<file path="src/rtl/instr_fetch_stage.sv">
// Instruction fetch stage: IDLE/RUN/HALT sequencer that walks a flat 8-entry
// program image and presents one instruction per cycle in an IF/ID register.
// Supports stall (hold), branch redirect (flush to a bubble) and halt after
// the last index.
// Optional build macro FETCH_WRAP_EN: the PC wraps to 0 after LAST_PC and the
// stage stays in RUN forever (HALT becomes unreachable).

module instr_fetch_stage #(
   parameter logic [7:0] NOP_INSTR = 8'h00,
   parameter logic [2:0] LAST_PC   = 3'd7
) (
   input  logic        clk,
   input  logic        rst_n,
   input  logic [63:0] instrMemBits,
   input  logic        start,
   input  logic        stall,
   input  logic        branch_taken,
   input  logic [2:0]  branch_target,
   output logic [7:0]  instr_out,
   output logic [2:0]  pc_out,
   output logic        instr_valid,
   output logic        running,
   output logic        halted
);

   typedef enum logic [1:0] {
      StIdle = 2'd0,
      StRun  = 2'd1,
      StHalt = 2'd2
   } state_e;

   state_e     r_state;
   logic [2:0] r_pc;
   logic [7:0] r_instr;
   logic [2:0] r_pc_out;
   logic       r_valid;
   logic       r_running;
   logic       r_halted;

   logic [7:0] w_fetch_instr;
   logic [2:0] w_pc_inc;
   logic       w_last;

   // Instruction byte currently addressed by the PC; only consumed on fetch edges.
   assign w_fetch_instr = instrMemBits[{r_pc, 3'b000} +: 8];
   // 3-bit add wraps naturally modulo 8.
   assign w_pc_inc      = r_pc + 3'd1;
   assign w_last        = (r_pc == LAST_PC);

   // Sequencer: state, PC and the registered IF/ID outputs in one block.
   always_ff @(posedge clk or negedge rst_n) begin
      if (!rst_n) begin
         r_state   <= StIdle;
         r_pc      <= 3'd0;
         r_instr   <= NOP_INSTR;
         r_pc_out  <= 3'd0;
         r_valid   <= 1'b0;
         r_running <= 1'b0;
         r_halted  <= 1'b0;
      end else begin
         // Status flags are registered copies of the state decode, so they
         // trail the state register by one edge (halted rises the cycle
         // after the last instruction is presented).
         r_running <= (r_state == StRun);
         r_halted  <= (r_state == StHalt);

         case (r_state)
            StIdle: begin
               r_instr <= NOP_INSTR;
               r_valid <= 1'b0;
               if (start) begin
                  r_state <= StRun;
               end
            end

            StRun: begin
               if (branch_taken) begin
                  // Redirect wins over stall; flush the slot, keep pc_out.
                  r_pc    <= branch_target;
                  r_instr <= NOP_INSTR;
                  r_valid <= 1'b0;
               end else if (!stall) begin
                  r_instr  <= w_fetch_instr;
                  r_pc_out <= r_pc;
                  r_valid  <= 1'b1;
`ifdef FETCH_WRAP_EN
                  r_pc     <= w_last ? 3'd0 : w_pc_inc;
`else
                  r_pc     <= w_pc_inc;
                  if (w_last) begin
                     // The last fetch is still presented valid for this cycle.
                     r_state <= StHalt;
                  end
`endif
               end
            end

            StHalt: begin
               r_instr <= NOP_INSTR;
               r_valid <= 1'b0;
            end

            default: begin
               r_state <= StIdle;
               r_instr <= NOP_INSTR;
               r_valid <= 1'b0;
            end
         endcase
      end
   end

   assign instr_out   = r_instr;
   assign pc_out      = r_pc_out;
   assign instr_valid = r_valid;
   assign running     = r_running;
   assign halted      = r_halted;

endmodule

</file>
<file path="config.mk">
export PLATFORM = sky130hd
export DESIGN_NAME = instr_fetch_stage
export DESIGN_NICKNAME = d
export VERILOG_FILES = /design/src/rtl/instr_fetch_stage.sv
export SDC_FILE = /design/constraint.sdc
export NUM_CORES = 1
export LEC_CHECK = 0
export CORE_ASPECT_RATIO = 0.75
export CORE_MARGIN = 2
export CORE_UTILIZATION = 30
export DETAILED_ROUTE_END_ITERATION = 12
export GPL_ROUTABILITY_DRIVEN = 0
export GPL_TIMING_DRIVEN = 1
export PLACE_DENSITY = 0.68
export SKIP_LAST_GASP = 1
export SYNTH_ARGS = -nofsm -noshare
export SYNTH_HDL_FRONTEND = slang
export SYNTH_SLANG_ARGS = --single-unit
</file>
<file path="constraint.sdc">
create_clock -name clk -period 3.4 [get_ports clk]
set_input_delay 0.34 -clock clk [delete_from_list [all_inputs] [get_ports clk]]
set_output_delay 0.34 -clock clk [all_outputs]
set_load 0.005 [all_outputs]
</file>
Word-level counts from Yosys, hierarchy flattened. Cells that the tools add are included.

Bits in latches: 0. Memories: 0. Memory bits (writable): 0. Memory bits (read-only): 0. Input port bits: 72. Bits in registers: 19.

Eq/ne operators: 9. Reduce and logical (&&, ||, !) cells: 4. Divide/modulo/power cells: 0. $add $sub $neg: 1. Bitwise logic cells: 3. Multiply operators: 0. Mux-type cells: 13. Shift-type cells: 1. Order comparisons: 0.

Operator list (number): indexed part select 64 x 7 -> 8 bit (1); two-way mux 8 bit (3); two-way mux 2 bit (4); != test 2 bit, second input constant (4); two-way mux 3 bit (2); case mux 2 bit (3 select lines) (1); AND reduction 5 bit (1); adder 3 x 1 -> 3 bit, second input constant (1); equality test 3 bit, second input constant (1); two-way mux 1 bit (3); != test 3 bit, second input constant (1); NOT 1 bit (3); AND reduction 3 bit (1); equality test 2 x 1 -> 1 bit, second input constant (1); equality test 2 bit, second input constant (1); logical NOT 2 bit (1); != test 2 x 1 -> 1 bit, second input constant (1); AND reduction 2 bit (1).

Longest topological paths before layout. Gate-level depths: netlist (run 1).

Word-level depth: 5. Depth in mapped cells: 6.

Least setup slack after synthesis (run 1). Ideal clock, no wire load.

Path type: input port to flip-flop. Start: input port branch_taken. End: register r_pc_out[1], in the netlist pc_out[1]. Path slack: 2058 ps. Required time: 3273 ps. Data arrival time: 1214 ps. Cell stages on the path: 4. Buffers on the path: 2. Path through: buf_6 nor4b_4 buf_6 mux2_1.

Longest elaborated chain between the ends: 2.

RTL lines: start: declaration (RTL line 17) `input logic branch_taken,`; NOT 1 bit (no line); AND reduction 3 bit (no line); end signal: assignment (RTL line 84) `r_pc_out <= r_pc;`; end: declaration (RTL line 35) `logic [2:0] r_pc_out;`.

No other way between the ends. A chain may end at the register's enable or synchronous reset.

Worst setup path in the final report (run 1).
Start: input port branch_taken. End: register r_pc_out[0], in the netlist pc_out[0].

The elaborated chain is that of the path after synthesis.

==> impl_metrics.yaml, run 1 <==
place:
  numPortBuffers: 85
  placed_area_sq_um: 2238
  dp_hpwl_um: 3196
cts:
  clk_latency_ns: 0.25
  tritoncts: "yes"
  postcts_setup_bufs: 0
  cts_resized: 0
  cts.reportedPaths.clkPinSlew_ns: 0.07
  cts_htree_levels: 1
  ctsLongestPathBuffers: 2
  cts.sinks: 19
  clock_tree_root_driver_cell: "sky130_fd_sc_hd__clkbuf_8"
  holdBufCountCts: 0
  numCtsBuffers: 3
detailed_routing:
  routed_wl_um: 4038
  drt-met1-wl_um: 1863
  drt-wirelength-per-cell_um: 15.07
  drc: 0
  drt-pass1-iter-count: 4
  dr_wl_met2_um: 1816
  antenna_violating_nets_post_route: 0
  drt_iter0_drc: 41
  detailroute.wirelength.met3_um: 353
  top_layer_used: "met4"
  via_count: 1331
  via_per_inst: 4.966
finish:
  design.final.nets: 286
  multiInputGateArea_sq_um: 818.3
  ff_latch_area_sq_um: 475.5
  antenna_cells: 0
  areaGrowthSynthToFinish_pct: 65.01
  filler_cell_count: 424
  finalInstanceArea_sq_um: 2283
  share_of_post_route_cells_with_drive_strength_above_1: 0.1801
timing:
  fin_hold_ws_ns: 0.4911
  timing.final.crit_share: 0.5489
  setup_total_negative_slack_ns: 0
  setup_violations: 0
  relSlewSlack: 0.4264
  finalHoldViolCount: 0
  worst_pin_slew_ns: 0.8578
  fin_worst_skew_ns: 0.0006238
  maxSlewViolCount: 0
  max_freq_mhz: 535.8
  period_minus_slack_ns: 1.866
  grt_setup_unrepaired: "false"
logic_synthesis:
  synth_fp_nets: 205
  ys_async_rst_share: 1.000
  netlist-cell-type-count: 26
  synth_enable_flop_cells: 0
  synth.cell_area_sq_um: 1384
  synth_sequential_area_ratio: 0.3436
  syn_avg_cell_area_sq_um: 10.56
  postSynthRegisterBits: 19
  synthesis.instances: 131
  synth_top_cells_by_area: "sky130_fd_sc_hd__dfrtp_1 34%, sky130_fd_sc_hd__mux2_2 18%, sky130_fd_sc_hd__o31ai_2 7.2%, sky130_fd_sc_hd__a211oi_1 4.3%, sky130_fd_sc_hd__mux2_1 4.1%"
  postSynth.topFlopCell: "sky130_fd_sc_hd__dfrtp_1"
  yosysTopAreaCell: "sky130_fd_sc_hd__dfrtp_1"
  netlist.area_leader.share: 0.3436
  synth_warnings: 0
global_routing:
  grt_antenna_before_repair: 0
  total_global_routing_overflow: 0
  grt_pass1_wl_um: 6182
  groute.usage.overall: 0.1550
  first_global_vias: 1251
  grt_start_max_net_pins: 45
die:
  design.die.area_sq_um: 5178
  std_cell_rows: 21
  chipHeight_um: 62.82
  initial_core_util: 0.3116
  i_o_pin_count: 86
  fp.dieW_um: 82.43
  core_region_area_sq_um: 4441
worst_hold_path:
  timing.hold.worst.class: "register to register"
  timing.hold.worst_endpoint: "instr_out[4]"
  min_from: "instr_out[4]"
  worstHoldPathCells: 2
critical_path:
  cp-end-kind: "register"
  worstReg2RegEnd: "r_pc[2]"
  critical_path_required_ns: 3.54
  setup.reg_to_reg.worst_slack_ns: 1.82
  crit_path_start_kind: "input port"
  critical_path_arrival_ns: 2.01
  r2r_cells: 5
  worstReg2RegStart: "r_pc[0]"
  crit_type: "input port to register"
  cp_max_fo: 11
status:
  run_status: "complete, no violations"
pwr:
  cellPowerDensity_nw_per_um2: 420.7
  static_leakage_nw: 0.8715
  vdd_ir_drop_max_mv: 0.1851
flow_run:
  cap_viol_max_count: 0
## worst max-delay path by stage
stage | start | to | slack [ns] | cells after the start
after floorplan | branch_taken | pc_out[1] | 2.06 | 4
after global placement | branch_taken | pc_out[0] | 1.28 | 3
after detailed placement | branch_taken | pc_out[0] | 1.26 | 3
after CTS | branch_taken | pc_out[0] | 1.53 | 3
after global routing | branch_taken | instr_out[0] | 1.39 | 4
final | branch_taken | pc_out[0] | 1.53 | 3
## flip-flops by register name (all words and copies together) (netlist names)
register	cells
r_state	2
instr_out	8
pc_out	3
r_pc	3
instr_valid	1
halted	1
running	1
## power by group
group / internal (mW) / switching (mW) / leakage (nW)
Sequential: 0.279 / 0.0381 / 0.238
Combinational: 0.281 / 0.205 / 0.611
Clock: 0.0833 / 0.0743 / 0.0228
Total: 0.643 / 0.317 / 0.872
## cell families after synthesis
group | count (synthesis) | synth area share
buffers and inverters | 13 | 0.06509
and+or+nand+nor | 28 | 0.1193
muxes | 27 | 0.2197
adders and majority gates | 2 | 0.01808
AOI/OAI and AO/OA | 42 | 0.2342
DFF | 19 | 0.3436
## layout make-up
class / count / share of cell area
clock buffer: 4 / 0.01973
inverter: 2 / 0.003288
multi-input combinational: 99 / 0.3584
sequential: 19 / 0.2082
tap: 57 / 0.03123
timing repair buffer: 87 / 0.3792
## per-stage QoR
step / util / setup WS [ns] / cells / total power [mW]
6_report: 0.5142 / 1.534 / 268 / 0.9606
5_1_grt: 0.5142 / 1.392 / 268 / 1.037
4_1_cts: 0.5142 / 1.528 / 268 / 0.9716
3_5_place_dp: 0.5041 / 1.255 / 264 / 0.8125
3_3_place_gp: 0.5041 / 1.278 / 264 / 0.8095
2_1_floorplan: - / 2.058 / 131 / 0.6049
## cells in the mapped netlist (2+ instances only)
library cell                number
sky130_fd_sc_hd__o31ai_2         8
sky130_fd_sc_hd__a22oi_1         2
sky130_fd_sc_hd__buf_4           3
sky130_fd_sc_hd__nor2_1          3
sky130_fd_sc_hd__nor2b_1         9
sky130_fd_sc_hd__ha_1            2
sky130_fd_sc_hd__nand2_1         9
sky130_fd_sc_hd__o2bb2ai_1       3
sky130_fd_sc_hd__a211oi_1        8
sky130_fd_sc_hd__inv_1           2
sky130_fd_sc_hd__nand2b_1        3
sky130_fd_sc_hd__mux2_1          5
sky130_fd_sc_hd__o21ai_1         9
sky130_fd_sc_hd__o22ai_1         8
sky130_fd_sc_hd__buf_1           4
sky130_fd_sc_hd__dfrtp_1        19
sky130_fd_sc_hd__mux2_2         22
sky130_fd_sc_hd__buf_6           4
## metal layers
layer / up-vias / track usage
li1: 653 / -
met2: 43 / 0.2278
met3: 2 / 0.05202
met4: 0 / 0.01250
met5: - / 0
met1: 633 / 0.2275
## layout by cell type (no fill, tap or decap)
cell type,synthesis,final
sky130_fd_sc_hd__a21oi_1,1,1
sky130_fd_sc_hd__nor2b_1,9,9
sky130_fd_sc_hd__nand2b_1,3,3
sky130_fd_sc_hd__nor4b_4,1,1
sky130_fd_sc_hd__dfrtp_1,19,19
sky130_fd_sc_hd__nand2_1,9,9
sky130_fd_sc_hd__o21ai_0,1,1
sky130_fd_sc_hd__clkdlybuf4s50_1,0,85
sky130_fd_sc_hd__mux2_1,5,5
sky130_fd_sc_hd__a31o_2,1,1
sky130_fd_sc_hd__nor3_1,1,1
sky130_fd_sc_hd__clkbuf_1,0,1
sky130_fd_sc_hd__o22ai_1,8,8
sky130_fd_sc_hd__ha_1,2,2
sky130_fd_sc_hd__o21ai_1,9,9
sky130_fd_sc_hd__clkbuf_8,0,3
sky130_fd_sc_hd__inv_1,2,2
sky130_fd_sc_hd__nor2_1,3,3
sky130_fd_sc_hd__nor4bb_1,1,1
sky130_fd_sc_hd__a311oi_1,1,1
sky130_fd_sc_hd__mux2_2,22,22
sky130_fd_sc_hd__a22oi_1,2,2
sky130_fd_sc_hd__o2bb2ai_1,3,3
sky130_fd_sc_hd__o31ai_2,8,8
sky130_fd_sc_hd__a211oi_1,8,8
sky130_fd_sc_hd__buf_4,3,2
sky130_fd_sc_hd__or2_2,1,1
## worst max-delay path, stage by stage
cell,delay (ns)
sky130_fd_sc_hd__clkdlybuf4s50_1,0.58
sky130_fd_sc_hd__nor4b_4,0.67
sky130_fd_sc_hd__mux2_2,0.41
Note: power is estimated with default switching activity, not from simulation.
==> run 2, diff against run 1 <==
PLACE_DENSITY = 0.7   (was 0.68)
clock period = 1.6 ns   (was 3.4 ns; I/O delays follow)
==> run 2 against run 1 <==
Global-route usage grew 0.12 points; clock skew grew 0.0088 ns; total power grew 120%; worst hold slack lost 0.25 ns.
==> impl_metrics.yaml, run 2 (synthesis gave the netlist of run 1 again) <==
finish:
  design.final.nets: 293
  share_of_post_route_cells_with_drive_strength_above_1: 0.2110
  filler_cell_count: 388
  finalNonFillerCells: 275
  antenna_cells: 0
  largest_reg_flops: 8
  areaGrowthSynthToFinish_pct: 69.80
  mostFrequentLayoutCells: "85 x sky130_fd_sc_hd__clkdlybuf4s50_1, 22 x sky130_fd_sc_hd__mux2_2, 19 x sky130_fd_sc_hd__dfrtp_1"
  layout.cells.most_common: "sky130_fd_sc_hd__clkdlybuf4s50_1"
pwr:
  static_leakage_nw: 0.9131
  cellPowerDensity_nw_per_um2: 891.8
  vdd_ir_drop_max_mv: 0.3896
timing:
  max_freq_mhz: 657.1
  relSlewSlack: 0.7384
  setup_total_negative_slack_ns: 0
  period_minus_slack_ns: 1.522
  timing.final.crit_share: 0.9511
  finalHoldViolCount: 0
  grt_setup_unrepaired: "false"
  maxSlewViolCount: 0
  setup_violations: 0
  fin_worst_skew_ns: 0.009392
  worst_pin_slew_ns: 0.3924
critical_path:
  cp_max_fo: 31
  worst_path_dominant_cell_family: "flip-flops"
  slowest_delay_ns: 0.48
  cp-end-kind: "register"
  critical_path_arrival_ns: 1.67
  critical_path_required_ns: 1.74
  critical_path.cell_chain: "buf_12 -> mux2_2 -> o22ai_1 -> o31ai_2"
  critPathSlowestCell: "sky130_fd_sc_hd__dfrtp_1"
  crit_buf_inv: 1
  crit_path_start_kind: "register"
  crit_type: "register to register"
cts:
  clock_tree_root_driver_cell: "sky130_fd_sc_hd__clkbuf_8"
  cts.reportedPaths.clkPinSlew_ns: 0.08
  cts_resized: 0
  cts_htree_levels: 1
  cts.sinks: 19
  postcts_setup_bufs: 0
  clk_latency_ns: 0.26
  ctsLongestPathBuffers: 2
  holdBufCountCts: 0
  tritoncts: "yes"
  numCtsBuffers: 3
detailed_routing:
  via_count: 1334
  drt_iter0_drc: 77
  drt-wirelength-per-cell_um: 14.68
  routed_wl_um: 4037
  drt-pass1-iter-count: 4
  drc: 0
  antenna_violating_nets_post_route: 0
  via_per_inst: 4.851
die:
  chipHeight_um: 62.82
  fp.dieW_um: 82.43
  i_o_pin_count: 86
  design.die.area_sq_um: 5178
  std_cell_rows: 21
  initial_core_util: 0.3116
  core_region_area_sq_um: 4441
flow_run:
  cap_viol_max_count: 0
place:
  dp_hpwl_um: 3227
  placed_cells_incl_taps: 271
  numPortBuffers: 85
global_routing:
  grt_pass1_wl_um: 6258
  grt_antenna_before_repair: 0
  grt_start_max_net_pins: 32
  groute.usage.overall: 0.1561
  total_global_routing_overflow: 0
  first_global_vias: 1234
worst_hold_path:
  timing.hold.worst.class: "input port to asynchronous set/reset pin"
status:
  run_status: "complete, no violations"
[run 2: cell count changes in the layout (fill, tap and decap cells not counted)]
cell	delta
sky130_fd_sc_hd__buf_12	+1
sky130_fd_sc_hd__buf_4	+6
sky130_fd_sc_hd__clkinv_2	+1
sky130_fd_sc_hd__clkbuf_1	-1
[run 2: final cells by class]
cell class | count | area [sq um] | share of cell area
Timing Repair Buffer | 94 | 930.9 | 0.3962
Clock inverter | 1 | 5.005 | 0.002130
Clock buffer | 3 | 41.29 | 0.01757
Multi-Input combinational cell | 99 | 818.3 | 0.3482
Sequential cell | 19 | 475.5 | 0.2023
Inverter | 2 | 7.507 | 0.003195
Tap cell | 57 | 71.32 | 0.03035
[run 2: worst paths after layout]
kind | start | cells after the start | to | slack (ns)
max in group asynchronous | rst_n | 2 | pc_out[1] | 1.15
worst max register to register | r_pc[0] | 4 | instr_out[2] | 0.08
worst min register to register | instr_out[4] | 2 | instr_out[4] | 0.48
min in group clk | instr_out[4] | 2 | instr_out[4] | 0.48
worst max-delay path | r_pc[0] | 4 | instr_out[2] | 0.08
worst min-delay path | rst_n | 2 | r_pc[0] | 0.24
[run 2: where the power goes]
| group | total (mW) | switching [mW] | leakage [nW] | internal (mW) |
|---|---|---|---|---|
| registers | 0.679 | 0.0860 | 0.238 | 0.593 |
| clock network | 0.334 | 0.161 | 0.0255 | 0.173 |
| logic | 1.08 | 0.443 | 0.650 | 0.640 |
| total | 2.10 | 0.690 | 0.913 | 1.41 |
[run 2: stage by stage]
step / hold WS (ns) / cell area [sq um] / util / worst slack, ns / power, mW
final: 0.2416 / 2350 / 0.5292 / 0.07817 / 2.096
after global routing: 0.2854 / 2350 / 0.5292 / 0.0006881 / 2.240
after CTS: 0.2515 / 2350 / 0.5292 / 0.1009 / 2.115
after detailed placement: 0.4715 / 2303 / 0.5187 / 0.009073 / 1.776
after global placement: 0.4672 / 2303 / 0.5187 / 0.05698 / 1.765
after floorplan: -0.1356 / 1384 / - / 0.2795 / 1.285
[run 2: metal layers]
layer  routed length, um  vias up  track usage  part of all wire
met5                   0        -            0                 0
met1                1911      620       0.2346              0.47
li1                    -      667            -                 -
met4                  12        0      0.01250            0.0030
met3                 345        4      0.05058             0.085
met2                1766       43       0.2248              0.44
[run 2: worst register-to-register path, cell delays in order (launching register included)]
cell and delay, ns:
sky130_fd_sc_hd__dfrtp_1 0.48, sky130_fd_sc_hd__buf_12 0.23, sky130_fd_sc_hd__mux2_2 0.37, sky130_fd_sc_hd__o22ai_1 0.23, sky130_fd_sc_hd__o31ai_2 0.10
==> run 3, diff against run 2 <==
ABC_AREA = 1   (was unset)
PLACE_DENSITY = 0.66   (was 0.7)
==> run 3 against run 2 <==
Clock power about the same; via count rose by 39%; maximum frequency rose by 16%; synthesized cell count is 110% higher; setup slack better by 0.21 ns; register-to-register slack better by 0.21 ns; flip-flop and latch count did not move; worst hold slack lost 0.0096 ns.
==> impl_metrics.yaml, run 3 <==
logic_synthesis:
  synthesis.instances: 278
  postSynthRegisterBits: 19
  synth_fp_nets: 352
  netlist.area_leader.share: 0.2829
  synth_warnings: 0
  syn_avg_cell_area_sq_um: 6.044
  synthMostInstantiatedCell: "sky130_fd_sc_hd__nand2_1"
  synth.cell_area_sq_um: 1680
  postSynth.topFlopCell: "sky130_fd_sc_hd__dfrtp_1"
  synth_enable_flop_cells: 0
  ys_async_rst_share: 1.000
  synth.cells.most_frequent: "113 x sky130_fd_sc_hd__nand2_1, 68 x sky130_fd_sc_hd__inv_1, 32 x sky130_fd_sc_hd__nand3_1"
  yosysTopAreaCell: "sky130_fd_sc_hd__dfrtp_1"
  synth_sequential_area_ratio: 0.2829
  netlist-cell-type-count: 21
  synth_top_cells_by_area: "sky130_fd_sc_hd__dfrtp_1 28%, sky130_fd_sc_hd__nand2_1 25%, sky130_fd_sc_hd__inv_1 15%, sky130_fd_sc_hd__nand3_1 9.5%, sky130_fd_sc_hd__nand3_2 4.8%"
global_routing:
  grt_pass1_wl_um: 7790
  top_usage_layer: "met2"
  grt_start_max_net_pins: 35
  groute.layer.met2.usage: 0.2556
  grt.met3_usage: 0.04130
  globalRouteMet1Util: 0.2111
  first_global_vias: 1714
  grt_antenna_before_repair: 0
  groute.usage.overall: 0.1556
  total_global_routing_overflow: 0
cts:
  numCtsBuffers: 3
  clock_tree_root_driver_cell: "sky130_fd_sc_hd__clkbuf_8"
  cts.sinks: 19
  ctsLongestPathBuffers: 2
  postcts_setup_bufs: 0
  cts_resized: 0
  holdBufCountCts: 0
  cts.reportedPaths.clkPinSlew_ns: 0.07
  tritoncts: "yes"
  clk_latency_ns: 0.25
  cts_htree_levels: 1
place:
  dp_hpwl_um: 3781
  placed_cells_incl_taps: 432
  pre_cts_worst_setup_slack_ns: 0.1626
  numPortBuffers: 85
critical_path:
  critical_path_arrival_ns: 1.15
  r2r_cells: 4
  crit_path_start_kind: "register"
  worst_path_dominant_cell_family: "buffers and inverters"
  critical_path_required_ns: 1.44
  critical_path.cell_chain: "clkdlybuf4s50_1"
  critPathSlowestCell: "sky130_fd_sc_hd__clkdlybuf4s50_1"
  crit_cells: 1
  crit_type: "register to output pin"
  cp_max_fo: 2
  slowest_delay_ns: 0.54
  crit_buf_inv: 1
  cp-end-kind: "output pin"
pwr:
  cellPowerDensity_nw_per_um2: 1149
  vdd_ir_drop_max_mv: 0.5345
  static_leakage_nw: 1.479
detailed_routing:
  via_per_inst: 4.248
  routed_wl_um: 4650
  drt_iter0_drc: 64
  drc: 0
  drt-wirelength-per-cell_um: 10.67
  antenna_violating_nets_post_route: 0
  via_count: 1852
  drt-pass1-iter-count: 4
die:
  core_region_area_sq_um: 5381
  fp.dieW_um: 90.42
  chipHeight_um: 68.82
  design.die.area_sq_um: 6222
  initial_core_util: 0.3123
  std_cell_rows: 23
  i_o_pin_count: 86
finish:
  antenna_cells: 0
  finalNonFillerCells: 436
  largest_reg_flops: 8
  mostFrequentLayoutCells: "113 x sky130_fd_sc_hd__nand2_1, 85 x sky130_fd_sc_hd__clkdlybuf4s50_1, 68 x sky130_fd_sc_hd__inv_1"
  share_of_post_route_cells_with_drive_strength_above_1: 0.07479
  filler_cell_count: 545
  areaGrowthSynthToFinish_pct: 56.59
  layout.cells.most_common: "sky130_fd_sc_hd__nand2_1"
  design.final.nets: 436
timing:
  finalHoldViolCount: 0
  setup_total_negative_slack_ns: 0
  period_minus_slack_ns: 1.311
  relSlewSlack: 0.7303
  worst_pin_slew_ns: 0.4032
  maxSlewViolCount: 0
  grt_setup_unrepaired: "false"
  fin_worst_skew_ns: 0.003951
  final.setup.worst_slack_ns: 0.2890
  setup_violations: 0
  max_freq_mhz: 762.8
  timing.final.crit_share: 0.8194
flow_run:
  cap_viol_max_count: 0
worst_hold_path:
  timing.hold.worst.class: "input port to asynchronous set/reset pin"
status:
  run_status: "complete, no violations"
run 3: final timing paths:
path | start | end | slack (ns)
setup / recovery | instr_out[6] | instr_out[6] | 0.29
hold / removal | rst_n | instr_out[3] | 0.23
setup reg to reg | r_pc[0] | r_pc[2] | 0.29
hold reg to reg | instr_valid | instr_valid | 0.49
max in group asynchronous | rst_n | halted | 1.17
min in group clk | instr_valid | instr_valid | 0.49
run 3: per-stage QoR:
step                      cell area (sq um)  total power [mW]  utilization  hold WS, ns
final                                  2631             3.024       0.4890       0.2320
after global routing                   2631             3.324       0.4890       0.2551
after CTS                              2631             3.060       0.4890       0.2429
after detailed placement               2586             2.729       0.4806       0.4690
after global placement                 2586             2.696       0.4806       0.4782
after floorplan                        1680             2.013            -      -0.1356
run 3: metal layers:
| layer | vias up | wire [um] |
|---|---|---|
| li1 | 981 | - |
| met1 | 803 | 2324 |
| met2 | 66 | 1913 |
| met3 | 2 | 393 |
| met4 | 0 | 19 |
| met5 | - | 0 |
run 3: final cells by class:
class,count,area [sq um],area share
timing repair buffer,90,888.4,0.3376
multi-input combinational,176,855.8,0.3253
sequential,19,475.5,0.1807
inverter,72,272.8,0.1037
tap,75,93.84,0.03566
clock buffer,4,45.04,0.01712
run 3: power breakdown:
part	internal [mW]	total, mW	switching [mW]
clock network	0.177	0.331	0.154
registers	0.659	0.804	0.145
logic	0.850	1.89	1.04
run 3: cell families after synthesis:
logic type,Yosys count,share of synthesized area
compound gates,12,0.04170
fa+ha+maj,2,0.01489
buf+inv,83,0.2077
flops,19,0.2830
simple gates,162,0.4527
